File: config.mk
export PLATFORM = sky130hd
export DESIGN_NAME = riscv_crypto_fu_issue
export DESIGN_NICKNAME = d
export VERILOG_FILES = /design/src/rtl/riscv_crypto_fu_issue.sv
export SDC_FILE = /design/constraint.sdc
export NUM_CORES = 1
export LEC_CHECK = 0
export CORE_AREA = 2 2 158 160
export CTS_CLUSTER_SIZE = 16
export DETAILED_ROUTE_END_ITERATION = 10
export DIE_AREA = 0 0 160 162
export DONT_BUFFER_PORTS = 1
export SKIP_LAST_GASP = 1
export SYNTH_ARGS = -nofsm -noshare
export SYNTH_HDL_FRONTEND = slang
export SYNTH_SLANG_ARGS = --single-unit
export TNS_END_PERCENT = 1
File: constraint.sdc
create_clock -name g_clk -period 5 [get_ports g_clk]
set_clock_uncertainty 0.05 [all_clocks]
set_input_delay 0.25 -clock g_clk [delete_from_list [all_inputs] [get_ports g_clk]]
set_output_delay 0.25 -clock g_clk [all_outputs]
set_load 0.03 [all_outputs]
File: src/rtl/riscv_crypto_fu_issue.sv
`default_nettype none
//------------------------------------------------------------------------------
// Module  : riscv_crypto_fu_issue
// Brief   : Issues one decoded op to a crypto FU, holds operands until ready,
//           and returns the result with rd tag on a writeback handshake.
// Revision: 1.0 - initial release
//------------------------------------------------------------------------------
module riscv_crypto_fu_issue #(
   parameter int XLEN    = 64,
   parameter int OPW     = 2,
   parameter int TIMEOUT = 16
) (
   input  logic            g_clk,
   input  logic            g_reset,
   input  logic            flush,
   input  logic            req_valid,
   output logic            req_ready,
   input  logic [OPW-1:0]  req_op,
   input  logic [XLEN-1:0] req_rs1,
   input  logic [XLEN-1:0] req_rs2,
   input  logic [4:0]      req_rd_addr,
   output logic            fu_valid,
   output logic [OPW-1:0]  fu_op,
   output logic [XLEN-1:0] fu_rs1,
   output logic [XLEN-1:0] fu_rs2,
   input  logic            fu_ready,
   input  logic [XLEN-1:0] fu_rd,
   output logic            wb_valid,
   input  logic            wb_ready,
   output logic [XLEN-1:0] wb_data,
   output logic [4:0]      wb_rd_addr,
   output logic            wb_err
);

   localparam int CW = (TIMEOUT > 1) ? $clog2(TIMEOUT) : 1;
   localparam logic [CW-1:0] C_CNT_MAX = CW'(TIMEOUT - 1);

   typedef enum logic [1:0] {
      ST_IDLE  = 2'd0,
      ST_ISSUE = 2'd1,
      ST_RESP  = 2'd2
   } state_t;

   state_t        r_state;
   state_t        w_state_nxt;
   logic [CW-1:0] r_cnt;
   logic          w_accept;
   logic          w_legal;
   logic          w_fu_done;
   logic          w_timeout;

   assign w_legal = $onehot(req_op);

   always_comb begin
      req_ready   = 1'b0;
      w_state_nxt = r_state;
      if (!g_reset && !flush) begin
         case (r_state)
            ST_IDLE: req_ready = 1'b1;
            ST_RESP: req_ready = wb_ready;
            default: req_ready = 1'b0;
         endcase
      end
      w_accept  = req_valid && req_ready;
      w_fu_done = (r_state == ST_ISSUE) && fu_ready;
      // fu_ready on the final counted cycle takes precedence over the timeout
      w_timeout = (r_state == ST_ISSUE) && !fu_ready && (r_cnt == C_CNT_MAX);
      case (r_state)
         ST_IDLE: begin
            if (w_accept) w_state_nxt = w_legal ? ST_ISSUE : ST_RESP;
         end
         ST_ISSUE: begin
            if (w_fu_done || w_timeout) w_state_nxt = ST_RESP;
         end
         ST_RESP: begin
            if (wb_ready) begin
               if (w_accept) w_state_nxt = w_legal ? ST_ISSUE : ST_RESP;
               else          w_state_nxt = ST_IDLE;
            end
         end
         default: w_state_nxt = ST_IDLE;
      endcase
      if (flush) w_state_nxt = ST_IDLE;
   end

   always_ff @(posedge g_clk) begin
      if (g_reset) r_state <= ST_IDLE;
      else         r_state <= w_state_nxt;
   end

   always_ff @(posedge g_clk) begin
      if (g_reset) begin
         fu_valid   <= 1'b0;
         fu_op      <= '0;
         fu_rs1     <= '0;
         fu_rs2     <= '0;
         wb_valid   <= 1'b0;
         wb_data    <= '0;
         wb_rd_addr <= '0;
         wb_err     <= 1'b0;
         r_cnt      <= '0;
      end else begin
         fu_valid <= (w_state_nxt == ST_ISSUE);
         wb_valid <= (w_state_nxt == ST_RESP);
         if (w_state_nxt != ST_ISSUE) fu_op <= '0;
         if ((r_state == ST_ISSUE) && (r_cnt != C_CNT_MAX)) r_cnt <= r_cnt + CW'(1);
         // flush discards any result that would otherwise land this cycle
         if (!flush) begin
            if (w_accept) begin
               fu_rs1     <= req_rs1;
               fu_rs2     <= req_rs2;
               wb_rd_addr <= req_rd_addr;
               r_cnt      <= '0;
               if (w_legal) begin
                  fu_op <= req_op;
               end else begin
                  wb_data <= '0;
                  wb_err  <= 1'b1;
               end
            end else if (w_fu_done) begin
               wb_data <= fu_rd;
               wb_err  <= 1'b0;
            end else if (w_timeout) begin
               wb_data <= '0;
               wb_err  <= 1'b1;
            end
         end
      end
   end

endmodule
`default_nettype wire

# [Word-level counts from Yosys, hierarchy flattened]
# Index checks and enable logic that the tools add are counted.
[classes] n_addsub=2 n_eq_ne=9 n_mux=24 n_bitwise=1 reduce_logical=14
[op_table] op="$mux 64" n=4
[op_table] op="$mux 2" n=10
[op_table] op="$mux 4" n=3
[op_table] op="$eq 2x1->1 const B" n=3
[op_table] op="$logic_and 1x1->1" n=6
[op_table] op="$pmux 2 s3" n=1
[op_table] op="$mux 1" n=5
[op_table] op="$add 4x1->4 const B" n=1
[op_table] op="$eq 2x2->1 const B" n=2
[op_table] op="$eq 4x4->1 const B" n=1
[op_table] op="$ne 4x4->1 const B" n=1
[op_table] op="$logic_not 1->1" n=3
[op_table] op="$reduce_and 3->1" n=1
[op_table] op="$reduce_bool 3->1" n=1
[op_table] op="$add 1x1->2" n=1
[op_table] op="$logic_not 2->1" n=1
[op_table] op="$ne 2x1->1 const B" n=1
[op_table] op="$ne 2x2->1 const B" n=1
[op_table] op="$pmux 1 s2" n=1
[op_table] op="$reduce_and 2->1" n=1
[op_table] op="$logic_or 1x1->1" n=1
[op_table] op="$not 1->1" n=1
[word_totals] ff_bits=208 inputBits=205 output_inout_bits=203 wordCells=60

# [Longest topological paths before layout]
[depth] depth_word=13 ltp_mapped=9 mapped_depth_nobuf=5

# [Worst setup path before layout]
# No wires, ideal clock.
[synth_path] kind="flip-flop to flip-flop" from="register r_cnt[0]" to="register wb_data[10]" setup_time_ps=60 arrival_ps=1815 required_ps=4890 setup_slack_ps=3075 path_stages_with_launch=7 path_buffers=1 synth_period_minus_slack_ps=1925 path_cell_list="dfxtp_1 > ha_1 > a31o_2 > nor3b_1 > a211oi_2 > clkbuf_1 > a22o_1"
[synth_between] elab_chain_len=4
[synth_rtl] element="from (decl)" line_no="46" rtl="logic [CW-1:0] r_cnt;"
[synth_rtl] element="from (signal assigned)" line_no="106" rtl="if ((r_state == ST_ISSUE) && (r_cnt != C_CNT_MAX)) r_cnt <= r_cnt + CW'(1);"
[synth_rtl] element="$eq 4x4->1" line_no="67" rtl="w_timeout = (r_state == ST_ISSUE) && !fu_ready && (r_cnt == C_CNT_MAX);"
[synth_rtl] element="$logic_and 1x1->1" line_no="67"
[synth_rtl] element="$reduce_bool 3->1 (no line)"
[synth_rtl] element="$reduce_and 3->1 (no line)"
[synth_rtl] element="to (signal assigned)" line_no="121" rtl="wb_data <= fu_rd;"
[synth_rtl] element="to (decl)" line_no="30" rtl="output logic [XLEN-1:0] wb_data,"
# Every way passes these cells.
# A chain may end at the register's enable or synchronous reset.

# [Worst setup path after layout]
[layout_path] from="register r_state[1]" to="register wb_err"
[layout_between] elab_chain_len=6 word_cells_on_any_way=14 cone_classes="eq/ne (3); mux (4); reduce/logical (7)"
[layout_rtl] element="from (decl)" line_no="44" rtl="state_t r_state;"
[layout_rtl] element="from (signal assigned)" line_no="88" rtl="else r_state <= w_state_nxt;"
[layout_rtl] element="$eq 2x2->1 or $logic_not 2->1 (tied branches)" line_no="58" rtl="case (r_state)"
[layout_rtl] element="$pmux 1 s2" line_no="58"
[layout_rtl] element="$mux 1" line_no="57" rtl="if (!g_reset && !flush) begin"
[layout_rtl] element="$logic_and 1x1->1" line_no="64" rtl="w_accept = req_valid && req_ready;"
[layout_rtl] element="$ne 2x2->1 (no line) or $reduce_bool 3->1 (tied branches)"
[layout_rtl] element="$reduce_and 3->1 (no line)"
[layout_rtl] element="to (signal assigned)" line_no="100" rtl="wb_err <= 1'b0;"
[layout_rtl] element="to (signal assigned)" line_no="118" rtl="wb_err <= 1'b1;"
[layout_rtl] element="to (signal assigned)" line_no="122" rtl="wb_err <= 1'b0;"
[layout_rtl] element="to (decl)" line_no="32" rtl="output logic wb_err"
# Several ways; a longest one is shown, not always the timed one.

==> impl_results.md <==
* Outcome: complete, no violations
* Post-DRT Antenna Nets at 0
* Initial DRC count at 478
* Post-synth top area share at 0.597
* Core ar. at 24100 sq um
* Dpl hpwl at 14.0 mm
* Num ports at 408
* Die Wd at 160 um
* Netlist cell types at 32
* WS Path Type: flip-flop to flip-flop
* H-tree depth at 1
* RSZ-0062 raised after global routing: no
* Worst-Margin Slew at 0.932 ns
* Net Count, Synth at 984
* GRT overflow at 0
* Slew margin rel. at 0.374
* Crit share post-route at 0.486
* Final Max Slew Viols at 0
* Clock transition at path regs at 0.06 ns
* Max clock buf depth at 3
* Critical Path RT at 5.39 ns
* Critical path's slowest cell: buf_4
* Placed Cells incl. Taps at 1048
* WHS at 0.0436 ns
* Worst setup margin at 2.57 ns
* Clk Latency, worst-skew pair at 0.50 ns
* Main synth FF type: dfxtp_1
* Post-cts sizing count at 0
* Peak supply drop at 0.000259 V
* FP Rows at 57
* Die H at 162 um
* Dominant cell type by area after synthesis: dfxtp_1
* Leak at 3.66 nW
* Routability cong. at 0.799
* Clock Sinks at 208
* Via Count at 6222
* Final setup fails at 0
* Detailed-route DRC error count at 0
* First-pass GRT wire length at 34.6 mm
* Die ar. at 25900 sq um
* Cell Area, Placed at 7180 sq um
* Post-CTS Setup Inserts at 0
* Grt met3 use at 0.0544
* Number of flops mapped to enable cells by yosys at 0
* Crit-path cells: nor2b_1 -> nor4b_4 -> buf_4 -> a211o_1 -> o211a_1 -> dlygate4sd3_1
* Max-cap violations at 0
* GRT Total Usage at 0.165
* Worst Setup SP: r_state[1]
* Final cell count without fillers at 1293
* GR Util met1 at 0.176
* Grt peak-use layer: met2
* Place WS at 2.53 ns
* Reg2reg start: r_state[1]
* CP Max Fanout at 61
* Max frequency at 411 MHz
* Via/cell ratio at 4.81
* Setup crit end kind: flip-flop
* CTS tree: built
* Fin Setup TNS at 0 ns
* DRT Wirelength at 23.0 mm
* Port Buffer Count at 0
* WL per Instance at 17.8 um
* Top cells by area, synth: dfxtp_1, nand2_1, a21oi_1
* Synthesis Warnings at 0
* Synth Register Bits at 208
* FFs w/ async S/R, synth at 0
* Design area at 10000 sq um
* Layout cells sized above 1 at 0.0507
* Hold Path Class: primary input to flip-flop
* Nets at 1157
* Number of global-route vias before repair at 6302
* Mapped Area at 6970 sq um
* Period minus WS final at 2.43 ns
* Fillcell total at 2245
* CTS buffer count at 22
* Detailed Routing Iterations Pass 1 at 5
* Commonest cells in the netlist: nand2_1, dfxtp_1, a21oi_1
* Area growth, synth to finish at 43.7%
* Hold buffer count at CTS at 203
* Count leader, synth: nand2_1
* Post-synthesis sequential area ratio at 0.597
* Syn Area/Cell at 8.96 sq um
* CP Launch Type: flip-flop
* Met2 usage at 0.300
* Hold Fails Final Rpt at 0
* Synth Instances at 778
* Clock Tree Root: clkbuf_16
* Hold path startpoint: fu_ready
* Initial antenna violation count at 2
* Worst EP arrival at 2.82 ns
* Slowest stage delay, CP at 0.59 ns
* Power Density at 380 nW/um^2
* Largest net degree at the start of global routing at 139
* Initial core utilization at 0.289
power by group:
part | leakage, nW | total [mW] | switching [mW] | internal, mW
clock | 0.389 | 1.75 | 0.660 | 1.09
combinational | 1.58 | 0.256 | 0.116 | 0.140
sequential | 1.68 | 1.80 | 0.103 | 1.70
total | 3.66 | 3.80 | 0.879 | 2.92
path summary, 6_finish.rpt:
kind / slack (ns) / cells after the start / endpoint
worst max-delay path: 2.57 / 6 / wb_err
worst min register to register: 0.49 / 2 / r_cnt[2]
worst min-delay path: 0.04 / 2 / fu_valid
worst max register to register: 2.57 / 6 / wb_err
flip-flops by register name, indices dropped and copies added (netlist names):
signal      cells
r_state         2
r_cnt           4
wb_err          1
fu_valid        1
fu_op           2
wb_valid        1
wb_data        64
wb_rd_addr      5
fu_rs2         64
fu_rs1         64
placed cells by master (no fill, tap or decap), types with 2 or more instances in the layout:
cell           synthesis  layout
buf_4                  1       6
diode_2                0       2
a211oi_1               2       2
clkbuf_16              0      23
a21oi_1              134     134
dlygate4sd3_1          0     202
bufinv_16              0       4
nor3_1                 6       6
clkinv_2               0       6
clkbuf_1              38       3
nand2b_1               2       2
nand2_1              269     269
dfxtp_1              208     208
nor2_1                 6       5
a31oi_1                2       2
inv_1                  4       4
clkbuf_8               0       3
xor2_1                 2       2
a32oi_1                2       2
a22o_1                64      64
nor2b_1                2       2
worst max-delay path, delay by kind of cell (launching register included):
| kind | cells | cell delay, ns |
|---|---|---|
| and+or+nand+nor | 2 | 0.46 |
| DFF | 1 | 0.35 |
| buffers and inverters | 2 | 1.13 |
| AOI/OAI and AO/OA | 2 | 0.37 |
routing by layer:
metal  part of all wire  up-vias
met3               0.10       53
met1               0.36     2844
met5                  0        -
met4              0.037        0
met2               0.50      365
li1                   -     2960
cell type report:
type / instances / area, sq um / area share
flip-flops and latches: 208 / 4160 / 0.416
well taps: 324 / 405 / 0.0405
inverters: 4 / 15.0 / 0.00150
repair buffers: 209 / 2090 / 0.209
multi-input cells: 506 / 2550 / 0.254
clock buffers: 29 / 628 / 0.0627
diodes: 2 / 5.00 / 0.000500
clock inverters: 11 / 158 / 0.0157
per-stage QoR:
stage / power, mW / utilization
CTS: 3.84 / 0.415
floorplan: 1.92 / -
global placement: 1.93 / 0.298
detailed placement: 1.94 / 0.298
finish: 3.80 / 0.416
global route: 3.94 / 0.416
cells by family after synthesis:
| family | count (synthesis) | synth area share |
|---|---|---|
| fa+ha+maj | 1 | 0.00180 |
| flops | 208 | 0.597 |
| xor+xnor | 2 | 0.00251 |
| compound gates | 211 | 0.192 |
| mux | 1 | 0.00144 |
| buf+inv | 64 | 0.0397 |
| simple gates | 291 | 0.165 |
Note: power is estimated with default switching activity, not from simulation.
